[src/rtl/match_score_ctl_if.sv]
// Referee bus shared with the game state selector and the shot-resolution logic.
// game_state: 0 START, 1 KEEPER, 2 SHOOTER, 3 WINNER, 4 LOSER; game_mode: 0 SOLO, 1 MULTI.
interface match_score_ctl_if #(
    parameter int unsigned ROUNDS = 5,
    parameter int unsigned CNT_W  = 4
);
    logic [2:0]        game_state;
    logic              game_mode;
    logic              round_done;
    logic              goal;
    logic              match_end;
    logic              match_result;
    logic              is_shooted;
    logic [CNT_W-1:0]  player_score;
    logic [CNT_W-1:0]  enemy_score;
    logic [ROUNDS-1:0] player_hist;
    logic [ROUNDS-1:0] enemy_hist;

    modport master (
        output game_state, game_mode, round_done, goal,
        input  match_end, match_result, is_shooted,
        input  player_score, enemy_score, player_hist, enemy_hist
    );

    modport slave (
        input  game_state, game_mode, round_done, goal,
        output match_end, match_result, is_shooted,
        output player_score, enemy_score, player_hist, enemy_hist
    );
endinterface

[src/rtl/match_score_ctl.sv]
// Penalty-shootout referee: counts kicks/goals per side, applies shootout rules, flags match end.
// Optional per-kick goal history for regulation kicks is built when SCORE_HISTORY_EN is defined.
module match_score_ctl #(
    parameter int unsigned ROUNDS           = 5,
    parameter int unsigned MAX_KICKS        = 15,
    parameter int unsigned SOLO_MAX_CONCEDE = 2,
    parameter int unsigned CNT_W            = $clog2(MAX_KICKS + 1)
) (
    input  logic             clk,
    input  logic             rst,
    match_score_ctl_if.slave bus
);
    typedef enum logic [2:0] {
        START   = 3'd0,
        KEEPER  = 3'd1,
        SHOOTER = 3'd2,
        WINNER  = 3'd3,
        LOSER   = 3'd4
    } g_state;

    typedef enum logic {
        SOLO  = 1'b0,
        MULTI = 1'b1
    } g_mode;

    typedef enum logic [1:0] {
        IDLE   = 2'd0,
        PLAY   = 2'd1,
        DECIDE = 2'd2,
        END    = 2'd3
    } fsm_state;

    localparam logic [CNT_W-1:0] ROUNDS_C  = CNT_W'(ROUNDS);
    localparam logic [CNT_W-1:0] MAX_C     = CNT_W'(MAX_KICKS);
    localparam logic [CNT_W-1:0] CONCEDE_C = CNT_W'(SOLO_MAX_CONCEDE);
    localparam logic [CNT_W-1:0] ONE_C     = CNT_W'(1);

    g_state           gs;
    g_mode            gm;
    fsm_state         state, state_n;
    logic [CNT_W-1:0] p_shots, p_shots_n;
    logic [CNT_W-1:0] e_shots, e_shots_n;
    logic [CNT_W-1:0] p_goals, p_goals_n;
    logic [CNT_W-1:0] e_goals, e_goals_n;
    logic             match_end_q, match_end_n;
    logic             match_result_q, match_result_n;
    logic             is_shooted_q, is_shooted_n;
    logic             p_kick, e_kick;
    logic             in_reg, end_hit, end_win;
    logic [CNT_W:0]   p_best, e_best;

    assign gs = g_state'(bus.game_state);
    assign gm = g_mode'(bus.game_mode);

    assign p_kick = bus.round_done && (gs == SHOOTER);
    assign e_kick = bus.round_done && (gs == KEEPER);

    function automatic logic [CNT_W-1:0] sat_inc(input logic [CNT_W-1:0] v);
        return (v == MAX_C) ? v : v + ONE_C;
    endfunction

    // Best final score each side can still reach within regulation; only meaningful while in_reg.
    assign in_reg = (p_shots <= ROUNDS_C) && (e_shots <= ROUNDS_C);
    assign p_best = {1'b0, p_goals} + {1'b0, ROUNDS_C} - {1'b0, p_shots};
    assign e_best = {1'b0, e_goals} + {1'b0, ROUNDS_C} - {1'b0, e_shots};

    always_comb begin
        end_hit = 1'b0;
        end_win = 1'b0;
        if (gm == SOLO) begin
            if (e_goals > CONCEDE_C) begin
                end_hit = 1'b1;
            end else if (e_shots == ROUNDS_C) begin
                end_hit = 1'b1;
                end_win = 1'b1;
            end
        end else if (in_reg && (p_best < {1'b0, e_goals})) begin
            end_hit = 1'b1;
        end else if (in_reg && (e_best < {1'b0, p_goals})) begin
            end_hit = 1'b1;
            end_win = 1'b1;
        end else if ((p_shots == e_shots) && (p_shots >= ROUNDS_C) && (p_goals != e_goals)) begin
            end_hit = 1'b1;
            end_win = (p_goals > e_goals);
        end else if ((p_shots == e_shots) && (p_shots == MAX_C)) begin
            end_hit = 1'b1;
        end
    end

    always_comb begin
        state_n        = state;
        p_shots_n      = p_shots;
        e_shots_n      = e_shots;
        p_goals_n      = p_goals;
        e_goals_n      = e_goals;
        match_end_n    = match_end_q;
        match_result_n = match_result_q;
        is_shooted_n   = 1'b0;
        // START overrides everything, including a kick strobe in the same cycle.
        if (gs == START) begin
            state_n        = IDLE;
            p_shots_n      = '0;
            e_shots_n      = '0;
            p_goals_n      = '0;
            e_goals_n      = '0;
            match_end_n    = 1'b0;
            match_result_n = 1'b0;
        end else begin
            case (state)
                IDLE: begin
                    if ((gs == KEEPER) || (gs == SHOOTER)) begin
                        state_n = PLAY;
                    end
                end
                PLAY: begin
                    if (p_kick) begin
                        p_shots_n = sat_inc(p_shots);
                        if (bus.goal) begin
                            p_goals_n = sat_inc(p_goals);
                        end
                        state_n = DECIDE;
                    end else if (e_kick) begin
                        e_shots_n = sat_inc(e_shots);
                        if (bus.goal) begin
                            e_goals_n = sat_inc(e_goals);
                        end
                        state_n = DECIDE;
                    end
                end
                DECIDE: begin
                    if (end_hit) begin
                        match_end_n    = 1'b1;
                        match_result_n = end_win;
                        state_n        = END;
                    end else begin
                        is_shooted_n = (gm == MULTI);
                        state_n      = PLAY;
                    end
                end
                END: begin
                end
                default: begin
                    state_n = IDLE;
                end
            endcase
        end
    end

    always_ff @(posedge clk or negedge rst) begin
        if (!rst) begin
            state          <= IDLE;
            p_shots        <= '0;
            e_shots        <= '0;
            p_goals        <= '0;
            e_goals        <= '0;
            match_end_q    <= 1'b0;
            match_result_q <= 1'b0;
            is_shooted_q   <= 1'b0;
        end else begin
            state          <= state_n;
            p_shots        <= p_shots_n;
            e_shots        <= e_shots_n;
            p_goals        <= p_goals_n;
            e_goals        <= e_goals_n;
            match_end_q    <= match_end_n;
            match_result_q <= match_result_n;
            is_shooted_q   <= is_shooted_n;
        end
    end

    assign bus.match_end    = match_end_q;
    assign bus.match_result = match_result_q;
    assign bus.is_shooted   = is_shooted_q;
    assign bus.player_score = p_goals;
    assign bus.enemy_score  = e_goals;

`ifdef SCORE_HISTORY_EN
    logic [ROUNDS-1:0] p_hist, p_hist_n;
    logic [ROUNDS-1:0] e_hist, e_hist_n;

    // Bit k records the kick whose pre-increment shot count is k; sudden death leaves hist alone.
    always_comb begin
        p_hist_n = p_hist;
        e_hist_n = e_hist;
        if (gs == START) begin
            p_hist_n = '0;
            e_hist_n = '0;
        end else if (state == PLAY) begin
            for (int unsigned k = 0; k < ROUNDS; k++) begin
                if (p_kick && (p_shots == CNT_W'(k))) begin
                    p_hist_n[k] = bus.goal;
                end
                if (e_kick && (e_shots == CNT_W'(k))) begin
                    e_hist_n[k] = bus.goal;
                end
            end
        end
    end

    always_ff @(posedge clk or negedge rst) begin
        if (!rst) begin
            p_hist <= '0;
            e_hist <= '0;
        end else begin
            p_hist <= p_hist_n;
            e_hist <= e_hist_n;
        end
    end

    assign bus.player_hist = p_hist;
    assign bus.enemy_hist  = e_hist;
`else
    assign bus.player_hist = '0;
    assign bus.enemy_hist  = '0;
`endif

endmodule

[src/flat_wrapper.sv]
// flat-port wrapper written by rule: the top's interface ports become plain ports
module match_score_ctl_flat 
#(
    parameter int unsigned ROUNDS           = 5,
    parameter int unsigned MAX_KICKS        = 15,
    parameter int unsigned SOLO_MAX_CONCEDE = 2,
    parameter int unsigned CNT_W            = $clog2(MAX_KICKS + 1)
)
  (clk, rst, bus_game_state, bus_game_mode, bus_round_done, bus_goal, bus_match_end, bus_match_result, bus_is_shooted, bus_player_score, bus_enemy_score, bus_player_hist, bus_enemy_hist);
  match_score_ctl_if #(.ROUNDS(ROUNDS), .CNT_W(CNT_W)) bus_i ();
  input  logic clk;
  input  logic rst;
  input wire logic [$bits(bus_i.game_state)-1:0] bus_game_state;
  input wire logic [$bits(bus_i.game_mode)-1:0] bus_game_mode;
  input wire logic [$bits(bus_i.round_done)-1:0] bus_round_done;
  input wire logic [$bits(bus_i.goal)-1:0] bus_goal;
  output wire logic [$bits(bus_i.match_end)-1:0] bus_match_end;
  output wire logic [$bits(bus_i.match_result)-1:0] bus_match_result;
  output wire logic [$bits(bus_i.is_shooted)-1:0] bus_is_shooted;
  output wire logic [$bits(bus_i.player_score)-1:0] bus_player_score;
  output wire logic [$bits(bus_i.enemy_score)-1:0] bus_enemy_score;
  output wire logic [$bits(bus_i.player_hist)-1:0] bus_player_hist;
  output wire logic [$bits(bus_i.enemy_hist)-1:0] bus_enemy_hist;
  assign bus_i.game_state = bus_game_state;
  assign bus_i.game_mode = bus_game_mode;
  assign bus_i.round_done = bus_round_done;
  assign bus_i.goal = bus_goal;
  assign bus_match_end = bus_i.match_end;
  assign bus_match_result = bus_i.match_result;
  assign bus_is_shooted = bus_i.is_shooted;
  assign bus_player_score = bus_i.player_score;
  assign bus_enemy_score = bus_i.enemy_score;
  assign bus_player_hist = bus_i.player_hist;
  assign bus_enemy_hist = bus_i.enemy_hist;
  match_score_ctl #(.ROUNDS(ROUNDS), .MAX_KICKS(MAX_KICKS), .SOLO_MAX_CONCEDE(SOLO_MAX_CONCEDE), .CNT_W(CNT_W)) u_core (.clk(clk), .rst(rst), .bus(bus_i));
endmodule
[config.mk]
export PLATFORM = sky130hd
export DESIGN_NAME = match_score_ctl_flat
export DESIGN_NICKNAME = d
export VERILOG_FILES = /design/src/rtl/match_score_ctl_if.sv /design/src/rtl/match_score_ctl.sv /design/src/flat_wrapper.sv
export SDC_FILE = /design/constraint.sdc
export NUM_CORES = 1
export LEC_CHECK = 0
export ABC_CLOCK_PERIOD_IN_PS = 3350
export CORE_MARGIN = 4
export CORE_UTILIZATION = 35
export CTS_CLUSTER_DIAMETER = 100
export DETAILED_ROUTE_END_ITERATION = 8
export PLACE_DENSITY_LB_ADDON = 0.15
export SETUP_SLACK_MARGIN = 0.1
export SLEW_MARGIN = 30
export SYNTH_ARGS = -nofsm -noshare
export SYNTH_HDL_FRONTEND = slang
export SYNTH_SLANG_ARGS = --single-unit
[constraint.sdc]
create_clock -name clk -period 3.35 [get_ports clk]
set_input_delay 0.5025 -clock clk [delete_from_list [all_inputs] [get_ports clk]]
set_output_delay 0.5025 -clock clk [all_outputs]
set_load 0.02 [all_outputs]
==> results.tsv, run 1 <==
stage	metric	value	unit
status	outcome	finished clean	
route	length_of_routed_met2_wiring	2050	um
synthesis	sequential_cell_area_fraction_in_the_yosys_report	0.255	
critical_path	cp_data_arrival_time	3.30	ns
synthesis	yosys_warnings	0	
route	drcViolationCount	0	
floorplanning	std_cell_rows	27	
final_layout	final_nets	304	
synthesis	synth_top_area_cell	dfrtp_1	
sta	post-route-period-util	0.927	
sta	unrepaired_setup_endpoints_after_global_routing	no	
clock_tree	clkSlewWorstSetupHoldPaths	0.08	ns
pwr	share_clk_of_total_power	0.160	
critical_path	timing_worst_setup_path_type	reg -> reg	
pwr	netSwitchingPower	0.443	mW
pwr	sequentialPowerShare	0.316	
clock_tree	clock_sink_count	21	
synthesis	ys_async_sr_fraction	1.00	
route	met3_length	187	um
final_layout	layout-area-overhead-vs-synth	15.7	%
synthesis	synth_top_area_frac	0.255	
final_layout	final_design_area_no_fill	0.00239	sq mm
synthesis	yosys_most_used_dff	dfrtp_1	
placed_design	numPlacedInstances	324	
route	dr.pass1.iters	4	
grt	pin_count_of_the_biggest_net_entering_global_routing	22	
placed_design	io_buffer_count	18	
critical_path	max_stage_delay	0.46	ns
synthesis	avgSynthCellArea	8.98	sq um
clock_tree	htree_num_levels	1	
route	wl_met1	2420	um
sta	hold_viol_final	0	
pwr	power_switching_share	0.409	
clock_tree	clk_latency	0.26	ns
clock_tree	tritoncts	done	
final_layout	layoutNonFillerInstCount	328	
critical_path	worstPathCellList	ha_1 -> inv_1 -> ha_1 -> fa_1 -> ha_1 -> a21oi_1 -> o21ai_1 -> a2111oi_2 -> nor3_2 -> a311o_2 -> a21oi_2	
critical_path	worst_setup_start_kind	register	
floorplanning	die-width	84.8	um
grt	globalRouteTotalUtil	0.139	
route	total_routed_length	4700	um
sta	timing.final.crit_period	3.11	ns
clock_tree	cts_inserted_buffers	3	
run	max-cap-violations	0	
min_path	worst_hold_path_type	in -> async	
pwr	pwr_density_cell	453	mW/mm^2
route	routed_via_density	4.83	
placed_design	dp_hpwl	3830	um
grt	grt_antenna_before_repair	0	
synthesis	synth_area	0.00206	sq mm
route	detailroute.via_count	1585	
sta	clock_skew	0.00207	ns
critical_path	critical_path.slowest_cell	dfrtp_1	
final_layout	most_frequent_cells_in_the_layout	ha_1 (37), inv_1 (27), nor2_1 (21), dfrtp_1 (20), clkdlybuf4s50_1 (17)	
critical_path	worst_ep_required_time	3.55	ns
sta	maximum_clock_frequency	0.322	GHz
critical_path	critPathMostFrequentCell	ha_1	
synthesis	synth_edf_count	0	
pwr	ir_drop	0.206	mV
critical_path	critPathLaunch	u_core.e_shots[1]	
route	wl_per_cell	14.3	um
final_layout	leading_cell_type_in_the_layout_fill_and_taps_excluded	ha_1	
floorplanning	die_height	84.8	um
sta	setup_viol_count_final	0	
pwr	power_leakage	1.11	nW
route	postRouteAntennaNets	0	
final_layout	insertedDiodeCount	0	
final_layout	final_layout_size_suffix_gt1_frac	0.0977	
route	dr.first_iter.drc_count	55	
grt	grt.overflow.total	0	
critical_path	crit-reg2reg-launch	u_core.e_shots[1]	
route	route.top_layer_used	met4	
grt	wire_length_of_the_first_global_routing_pass	7990	um
floorplanning	start_util	0.368	
pwr	pwr-share-comb	0.524	
clock_tree	ctsRootBufferMaster	clkbuf_8	
synthesis	synth_cell_type_count	46	
synthesis	netlist_top_cells_area	dfrtp_1 (25%), ha_1 (22%), inv_1 (4.9%), xnor2_1 (4.7%), nor2_1 (3.8%)	
sta	finalMaxSlewViolations	0	
grt	grt_pass1_vias	1572	
floorplanning	core	0.00561	sq mm
synthesis	postSynthCellCount	230	
floorplanning	ioPinCount	29	
clock_tree	post_cts_repair_resize_count	0	
pwr	p_int	0.641	mW
sta	max_slew_margin	0.552	
critical_path	critical_path.max_fanout	6	
placed_design	placed_cell_area	0.00233	sq mm
synthesis	synthesis_stage_register_bit_count	21	
clock_tree	postCtsSetupRepairBufs	0	
floorplanning	floorplan.die_area	0.00719	sq mm
sta	worstMarginPinSlew	0.668	ns
critical_path	endpoint_kind	register	
clock_tree	clockBufferDepth	2	
placed_design	finalWeightedCongestion	0.830	
sta	totalNegativeSetupSlack	0	ns
final_layout	finalCoreUtilization	0.426	
clock_tree	cts_hold_buf	0	
-- routing by layer --
metal | global-route usage | up-vias
li1 | - | 830
met1 | 0.195 | 721
met2 | 0.223 | 30
met3 | 0.0285 | 4
met4 | 0.0230 | 0
met5 | 0 | -
-- metrics by stage --
| stage | worst slack, ns | total power [mW] | hold slack, ns |
|---|---|---|---|
| 3_3_place_gp | 0.286 | 0.909 | 0.490 |
| 3_5_place_dp | 0.230 | 0.918 | 0.497 |
| 4_1_cts | 0.212 | 1.10 | 0.216 |
| 6_report | 0.245 | 1.08 | 0.199 |
| 5_1_grt | 0.107 | 1.19 | 0.234 |
| 2_1_floorplan | 0.222 | 0.751 | 0.207 |
-- power groups by stage --
stage                     clock (mW)  combinational, mW  sequential (mW)
after detailed placement           0              0.569            0.349
final                          0.174              0.568            0.342
after floorplan                    0              0.380            0.372
after CTS                      0.185              0.572            0.343
after global routing           0.194              0.643            0.352
after global placement             0              0.563            0.347
-- cell usage after synthesis (all sizes together), types with 2 or more instances --
library cell  instances
or2                   2
nor2b                 2
or3b                  2
mux2i                 4
a2111oi               2
ha                   37
nand2b                3
nand3                 6
a21oi                14
nor3                  2
o21ai                 6
a21boi                2
nand4                 6
nor2                 21
fa                    2
xor2                  4
nand4b                2
nand2                13
o22ai                 3
inv                  27
xnor2                11
a41o                  2
clkbuf                2
dfrtp                21
and2b                 3
o21a                  4
buf                  11
a311oi                2
and3b                 2
-- logic make-up after synthesis --
family / synth area share
flip-flops: 0.255
multiplexers: 0.0248
XOR/XNOR: 0.0636
buffers and inverters: 0.0945
AND/OR/NAND/NOR: 0.167
other: 0.00182
adder cells (fa/ha/maj): 0.248
AO/OA/AOI/OAI: 0.145
-- worst max-delay path, delay by kind of cell, from the launching register on --
family | cells | cell delay (ns)
flops | 1 | 0.46
simple gates | 1 | 0.13
fa+ha+maj | 4 | 1.25
buf+inv | 1 | 0.04
compound gates | 5 | 1.15
-- flip-flops by register name, summed over array words and instances, names as in the netlist --
| signal | flops |
|---|---|
| u_core.bus.enemy_score | 4 |
| u_core.bus.is_shooted | 1 |
| u_core.bus.match_end | 1 |
| u_core.bus.match_result | 1 |
| u_core.bus.player_score | 4 |
| u_core.e_shots | 4 |
| u_core.p_shots | 4 |
| u_core.state | 2 |
-- worst paths after layout --
| kind | end | cells after the start | slack [ns] |
|---|---|---|---|
| max reg2reg | u_core.bus.match_result | 11 | 0.24 |
| min | u_core.p_shots[0] | 1 | 0.20 |
| min in group clk | u_core.bus.match_end | 1 | 0.51 |
| max | u_core.bus.match_result | 11 | 0.24 |
| max in group asynchronous | u_core.bus.enemy_score[1] | 1 | 2.78 |
| min reg2reg | u_core.bus.match_end | 1 | 0.51 |
-- area by class of cell --
type                    instances  area, sq um
fillers                       591         3220
flip-flops and latches         21          527
repair buffers                 26          235
inverters                      27          101
clock buffers                   4         45.0
well taps                      72         90.1
multi-input cells             178         1390
Note: power is estimated with default switching activity, not from simulation.
==> run 2: changes to the inputs <==
- SLEW_MARGIN: 30 -> unset
==> run 2 against run 1 <==
Against the previous run: count of clock-buffer cells in the layout decreased by 1; first-iteration DRC count decreased by 11%; clock power increased by 3%; critical path type unchanged; highest routed layer unchanged.
==> results.tsv, run 2 (synthesis gave the netlist of run 1 again) <==
stage	metric	value	unit	change
status	outcome	finished clean		
final_layout	leading_cell_type_in_the_layout_fill_and_taps_excluded	ha_1		
floorplanning	ioPinCount	29		unchanged
final_layout	final_design_area_no_fill	0.00240	sq mm	+0.58%
final_layout	final_nets	305		+0.33%
pwr	pwr_density_cell	453	mW/mm^2	-0.10%
critical_path	timing.reg2reg.worst_path_depth	11		unchanged
floorplanning	start_util	0.368		unchanged
grt	wire_length_of_the_first_global_routing_pass	7910	um	-1.0%
floorplanning	floorplan.die_area	0.00719	sq mm	unchanged
route	postRouteAntennaNets	0		unchanged
clock_tree	cts_hold_buf	0		unchanged
critical_path	max_stage_delay	0.45	ns	about the same
final_layout	most_frequent_cells_in_the_layout	ha_1 (37), inv_1 (27), nor2_1 (21), dfrtp_1 (20), clkdlybuf4s50_1 (18)		
critical_path	worst_setup_start_kind	register		
sta	post-route-period-util	0.918		-0.00946
critical_path	cp_data_arrival_time	3.28	ns	-0.02 ns
route	dr.first_iter.drc_count	49		-11%
clock_tree	cts_inserted_buffers	3		unchanged
floorplanning	std_cell_rows	27		unchanged
pwr	power_leakage	1.12	nW	+0.73%
sta	finalMaxSlewViolations	0		unchanged
pwr	p_int	0.639	mW	-0.19%
pwr	total_power	1.09	mW	+0.47%
clock_tree	htree_num_levels	1		unchanged
final_layout	layoutNonFillerInstCount	329		+0.30%
grt	grt.overflow.total	0		unchanged
min_path	worstHoldPathCells	1		
final_layout	final_layout_size_suffix_gt1_frac	0.101		+0.00351
min_path	worst_hold_path_type	reg -> reg		
route	drcViolationCount	0		unchanged
critical_path	slack_of_the_worst_reg_to_reg_path	0.28	ns	+0.03 ns
grt	pin_count_of_the_biggest_net_entering_global_routing	22		unchanged
pwr	ir_drop	0.212	mV	+2.9%
critical_path	critical_path.slowest_cell	dfrtp_2		
placed_design	finalWeightedCongestion	0.830		unchanged
final_layout	multi_input_comb_area	0.00139	sq mm	unchanged
sta	timing.final.crit_period	3.07	ns	-0.0317 ns
clock_tree	clkSlewWorstSetupHoldPaths	0.09	ns	about the same
critical_path	worstPathCellList	ha_1 -> inv_1 -> ha_1 -> fa_1 -> ha_1 -> a21oi_1 -> o21ai_1 -> a2111oi_4 -> nor3_2 -> a311o_2 -> a21oi_2		
route	dr.pass1.iters	4		unchanged
grt	globalRouteTotalUtil	0.137		-0.00174
critical_path	timing_worst_setup_path_type	reg -> reg		
final_layout	layout-area-overhead-vs-synth	16.4	%	
sta	hold_viol_final	0		unchanged
sta	maximum_clock_frequency	0.325	GHz	+1.0%
route	detailroute.via_count	1595		+0.63%
route	wl_per_cell	14.3	um	-0.16%
floorplanning	die_height	84.8	um	unchanged
floorplanning	core	0.00561	sq mm	unchanged
critical_path	worst_ep_required_time	3.56	ns	about the same
critical_path	critical_path.max_fanout	6		unchanged
pwr	sequentialPowerShare	0.314		-0.002
clock_tree	clk_latency	0.27	ns	about the same
pwr	netSwitchingPower	0.449	mW	+1.4%
placed_design	numPlacedInstances	324		unchanged
run	max-cap-violations	0		unchanged
placed_design	placed_cell_area	0.00233	sq mm	+0.22%
sta	max_slew_margin	0.313		-0.239
placed_design	dp_hpwl	3800	um	-0.75%
pwr	share_clk_of_total_power	0.164		+0.004
sta	setup_viol_count_final	0		unchanged
sta	worstMarginPinSlew	1.03	ns	+0.359 ns
floorplanning	die-width	84.8	um	unchanged
sta	totalNegativeSetupSlack	0	ns	unchanged
grt	grt_pass1_vias	1605		+2.1%
sta	clock_skew	0.00325	ns	+0.00118 ns
grt	grt_antenna_before_repair	0		unchanged
critical_path	worstPathBufferInverterCount	1		unchanged
route	routed_via_density	4.85		+0.33%
final_layout	layout.filler_cells	597		+1.0%
sta	unrepaired_setup_endpoints_after_global_routing	no		
critical_path	endpoint_kind	register		
placed_design	io_buffer_count	18		unchanged
pwr	pwr-share-comb	0.522		-0.002
final_layout	sequential_cell_area	527	sq um	unchanged
final_layout	insertedDiodeCount	0		unchanged
clock_tree	clockBufferDepth	2		unchanged
route	total_routed_length	4710	um	+0.15%
critical_path	critPathMostFrequentCell	ha_1		
critical_path	cp.depth	11		unchanged
clock_tree	ctsRootBufferMaster	clkbuf_8		
critical_path	timing.critical_path.max_delay_family	adder cells		
clock_tree	clock_sink_count	21		unchanged
clock_tree	tritoncts	done		
pwr	power_switching_share	0.412		+0.00391
==> run 2: metal layers <==
layer | GRT usage | vias to the layer above | share of wire
met5 | 0 | - | 0
met4 | 0.0273 | 0 | 0.015
met3 | 0.0285 | 6 | 0.035
met1 | 0.190 | 734 | 0.51
met2 | 0.221 | 28 | 0.44
li1 | - | 827 | -
==> run 2: power groups by stage <==
stage	logic (mW)	clock network, mW	registers (mW)
after floorplan	0.380	0	0.372
after detailed placement	0.568	0	0.348
final	0.568	0.179	0.341
after CTS	0.571	0.186	0.343
after global placement	0.563	0	0.347
after global routing	0.650	0.194	0.350
==> run 2: worst paths after layout <==
check,start,endpoint
worst min register to register,u_core.bus.match_end,u_core.bus.match_end
worst min-delay path,u_core.bus.match_end,u_core.bus.match_end
max in group asynchronous,rst,u_core.p_shots[1]
min in group asynchronous,rst,u_core.e_shots[1]
worst max register to register,u_core.p_shots[1],u_core.bus.match_result
worst max-delay path,u_core.p_shots[1],u_core.bus.match_result
==> run 2: per-stage QoR <==
step	hold WS, ns	util	setup WS [ns]
floorplan	0.207	-	0.222
global placement	0.490	0.416	0.286
detailed placement	0.497	0.416	0.236
CTS	0.518	0.425	0.203
global route	0.530	0.428	0.100
finish	0.507	0.428	0.276
==> run 2: cell type report <==
| type | instances | area share |
|---|---|---|
| timing repair buffer | 27 | 0.103 |
| multi-input combinational | 178 | 0.579 |
| clock inverter | 1 | 0.00208 |
| tap | 72 | 0.0375 |
| clock buffer | 3 | 0.0172 |
| inverter | 27 | 0.0422 |
| sequential | 21 | 0.219 |
==> run 2: timing repair <==
item                       4_1_cts  5_1_grt
gates resized for setup          0        2
setup endpoints to repair        0        2
buffers inserted                 0        1
==> run 2: worst reg2reg max path: cells and delay by family, from the launching register on <==
family	cells	cell delay, ns
adder cells (fa/ha/maj)	4	1.26
buffers and inverters	1	0.04
AO/OA/AOI/OAI	5	1.15
AND/OR/NAND/NOR	1	0.12
flip-flops	1	0.45
==> run 3: changes to the inputs <==
- CTS_BUF_LIST: unset -> sky130_fd_sc_hd__clkbuf_2
==> run 3 against run 2 <==
Against the previous run: sequential share of layout area grew 0.32 points; combinational power is essentially flat; core utilization decreased by 0.42 points.
==> results.tsv, run 3 (synthesis gave the netlist of run 1 again) <==
stage	metric	value	unit	change
critical_path	critical_path.max_fanout	6		unchanged
clock_tree	cts_hold_buf	0		unchanged
route	dr.pass1.iters	4		unchanged
pwr	power_switching_share	0.433		+0.0203
floorplanning	std_cell_rows	27		unchanged
final_layout	final_layout_size_suffix_gt1_frac	0.109		+0.00778
grt	globalRouteTotalUtil	0.137		-0.000607
grt	grt_pass1_vias	1601		-0.25%
grt	grt_antenna_before_repair	0		unchanged
sta	finalHoldWorstSlack	0.536	ns	+0.0290 ns
placed_design	io_buffer_count	18		unchanged
clock_tree	cts_inserted_buffers	3		unchanged
placed_design	numPlacedInstances	324		unchanged
route	detailroute.via_count	1596		+0.063%
pwr	pwr-share-comb	0.552		+0.030
floorplanning	die-width	84.8	um	unchanged
critical_path	worst_ep_required_time	3.66	ns	+0.10 ns
pwr	p_int	0.584	mW	-8.6%
route	postRouteAntennaNets	0		unchanged
critical_path	endpoint_kind	register		
sta	setup_viol_count_final	0		unchanged
final_layout	layoutNonFillerInstCount	329		unchanged
critical_path	timing_worst_setup_path_type	reg -> reg		
floorplanning	floorplan.die_area	0.00719	sq mm	unchanged
floorplanning	die_height	84.8	um	unchanged
clock_tree	ctsRootBufferMaster	clkbuf_2		
final_layout	layout.filler_cells	595		-0.34%
clock_tree	htree_num_levels	1		unchanged
clock_tree	clk_latency	0.35	ns	+0.08 ns
pwr	pwr_density_cell	433	mW/mm^2	-4.4%
final_layout	leading_cell_type_in_the_layout_fill_and_taps_excluded	ha_1		
clock_tree	tritoncts	done		
sta	unrepaired_setup_endpoints_after_global_routing	no		
critical_path	worst_setup_start_kind	register		
pwr	share_clk_of_total_power	0.116		-0.048
pwr	total_power	1.03	mW	-5.4%
pwr	ir_drop	0.197	mV	-7.0%
route	wl_per_cell	14.3	um	-0.32%
final_layout	insertedDiodeCount	0		unchanged
clock_tree	clkSlewWorstSetupHoldPaths	0.24	ns	+0.15 ns
route	total_routed_length	4700	um	-0.32%
grt	wire_length_of_the_first_global_routing_pass	7880	um	-0.35%
sta	worstMarginPinSlew	1.03	ns	-0.00175 ns
run	max-cap-violations	0		unchanged
sta	maximum_clock_frequency	0.323	GHz	-0.63%
grt	grt.overflow.total	0		unchanged
final_layout	final_nets	305		unchanged
pwr	power_leakage	1.11	nW	-1.1%
placed_design	detailedPlace.worstSlack	0.236	ns	unchanged
clock_tree	clock_sink_count	21		unchanged
floorplanning	start_util	0.368		unchanged
min_path	worst_hold_path_type	reg -> reg		
route	routed_via_density	4.85		about the same
floorplanning	ioPinCount	29		unchanged
status	outcome	finished clean		
sta	worst_slack	0.257	ns	-0.0195 ns
route	dr.first_iter.drc_count	56		+14%
sta	max_slew_margin	0.314		+0.00117
route	drcViolationCount	0		unchanged
pwr	sequentialPowerShare	0.332		+0.018
grt	pin_count_of_the_biggest_net_entering_global_routing	22		unchanged
placed_design	dp_hpwl	3800	um	unchanged
sta	finalMaxSlewViolations	0		unchanged
sta	post-route-period-util	0.923		+0.00581
sta	hold_viol_final	0		unchanged
pwr	netSwitchingPower	0.446	mW	-0.73%
floorplanning	core	0.00561	sq mm	unchanged
critical_path	cp_data_arrival_time	3.41	ns	+0.13 ns
clock_tree	clockBufferDepth	2		unchanged
sta	totalNegativeSetupSlack	0	ns	unchanged
placed_design	finalWeightedCongestion	0.830		unchanged
final_layout	most_frequent_cells_in_the_layout	ha_1 (37), inv_1 (27), nor2_1 (21), clkdlybuf4s50_1 (18), dfrtp_1 (18)		
sta	timing.final.crit_period	3.09	ns	+0.0195 ns
sta	clock_skew	0.0122	ns	+0.00891 ns
final_layout	layout-area-overhead-vs-synth	15.2	%	
run 3: changes by cell type in the layout (fill, tap and decap cells not counted):
cell / change
dfrtp_2: +2
dfrtp_1: -2
clkbuf_8: -3
clkbuf_2: +3
run 3: final cells by class:
cell class	count	area (sq um)	share of cell area
Multi-Input combinational cell	178	1390	0.584
Sequential cell	21	529	0.223
Timing Repair Buffer	27	248	0.104
Inverter	27	101	0.0426
Tap cell	72	90.1	0.0379
Clock buffer	3	15.0	0.00631
Clock inverter	1	5.00	0.00210
run 3: layer usage:
layer  wire length (um)  GRT usage
met3                185     0.0285
met4                 69     0.0273
met2               2060      0.216
met1               2380      0.192
met5                  0          0
run 3: path summary, 6_finish.rpt:
path                                       from                          to  slack (ns)  cells after the start
max                           u_core.p_shots[1]     u_core.bus.match_result        0.26                     11
min                        u_core.bus.match_end        u_core.bus.match_end        0.54                      1
max reg2reg                   u_core.p_shots[1]     u_core.bus.match_result        0.26                     11
min reg2reg                u_core.bus.match_end        u_core.bus.match_end        0.54                      1
max in group asynchronous                   rst  u_core.bus.player_score[2]        2.00                      1
min in group asynchronous                   rst           u_core.e_shots[1]        0.67                      1
run 3: metrics by stage:
step | util | cell area, sq um
final | 0.424 | 2380
after global routing | 0.424 | 2380
after CTS | 0.420 | 2350
after detailed placement | 0.416 | 2330
after global placement | 0.416 | 2330
after floorplan | - | 2100
run 3: power groups by stage:
stage	combinational, mW	clock (mW)	sequential (mW)
after floorplan	0.380	0	0.372
after global routing	0.650	0.134	0.351
after CTS	0.571	0.126	0.343
after detailed placement	0.568	0	0.348
after global placement	0.563	0	0.347
final	0.568	0.119	0.342
run 3: repair_timing:
| item | 4_1_cts | 5_1_grt |
|---|---|---|
| resized for setup | 0 | 4 |
| setup buffers | 0 | 1 |
| setup endpoints to repair | 0 | 2 |
run 3: critical path: stages, from the launching register on:
cell and delay [ns]:
dfrtp_2 0.50, ha_1 0.30, inv_1 0.04, ha_1 0.22, fa_1 0.44, ha_1 0.30, a21oi_1 0.13, o21ai_1 0.12
a2111oi_4 0.40, nor3_2 0.12, a311o_2 0.41, a21oi_2 0.09
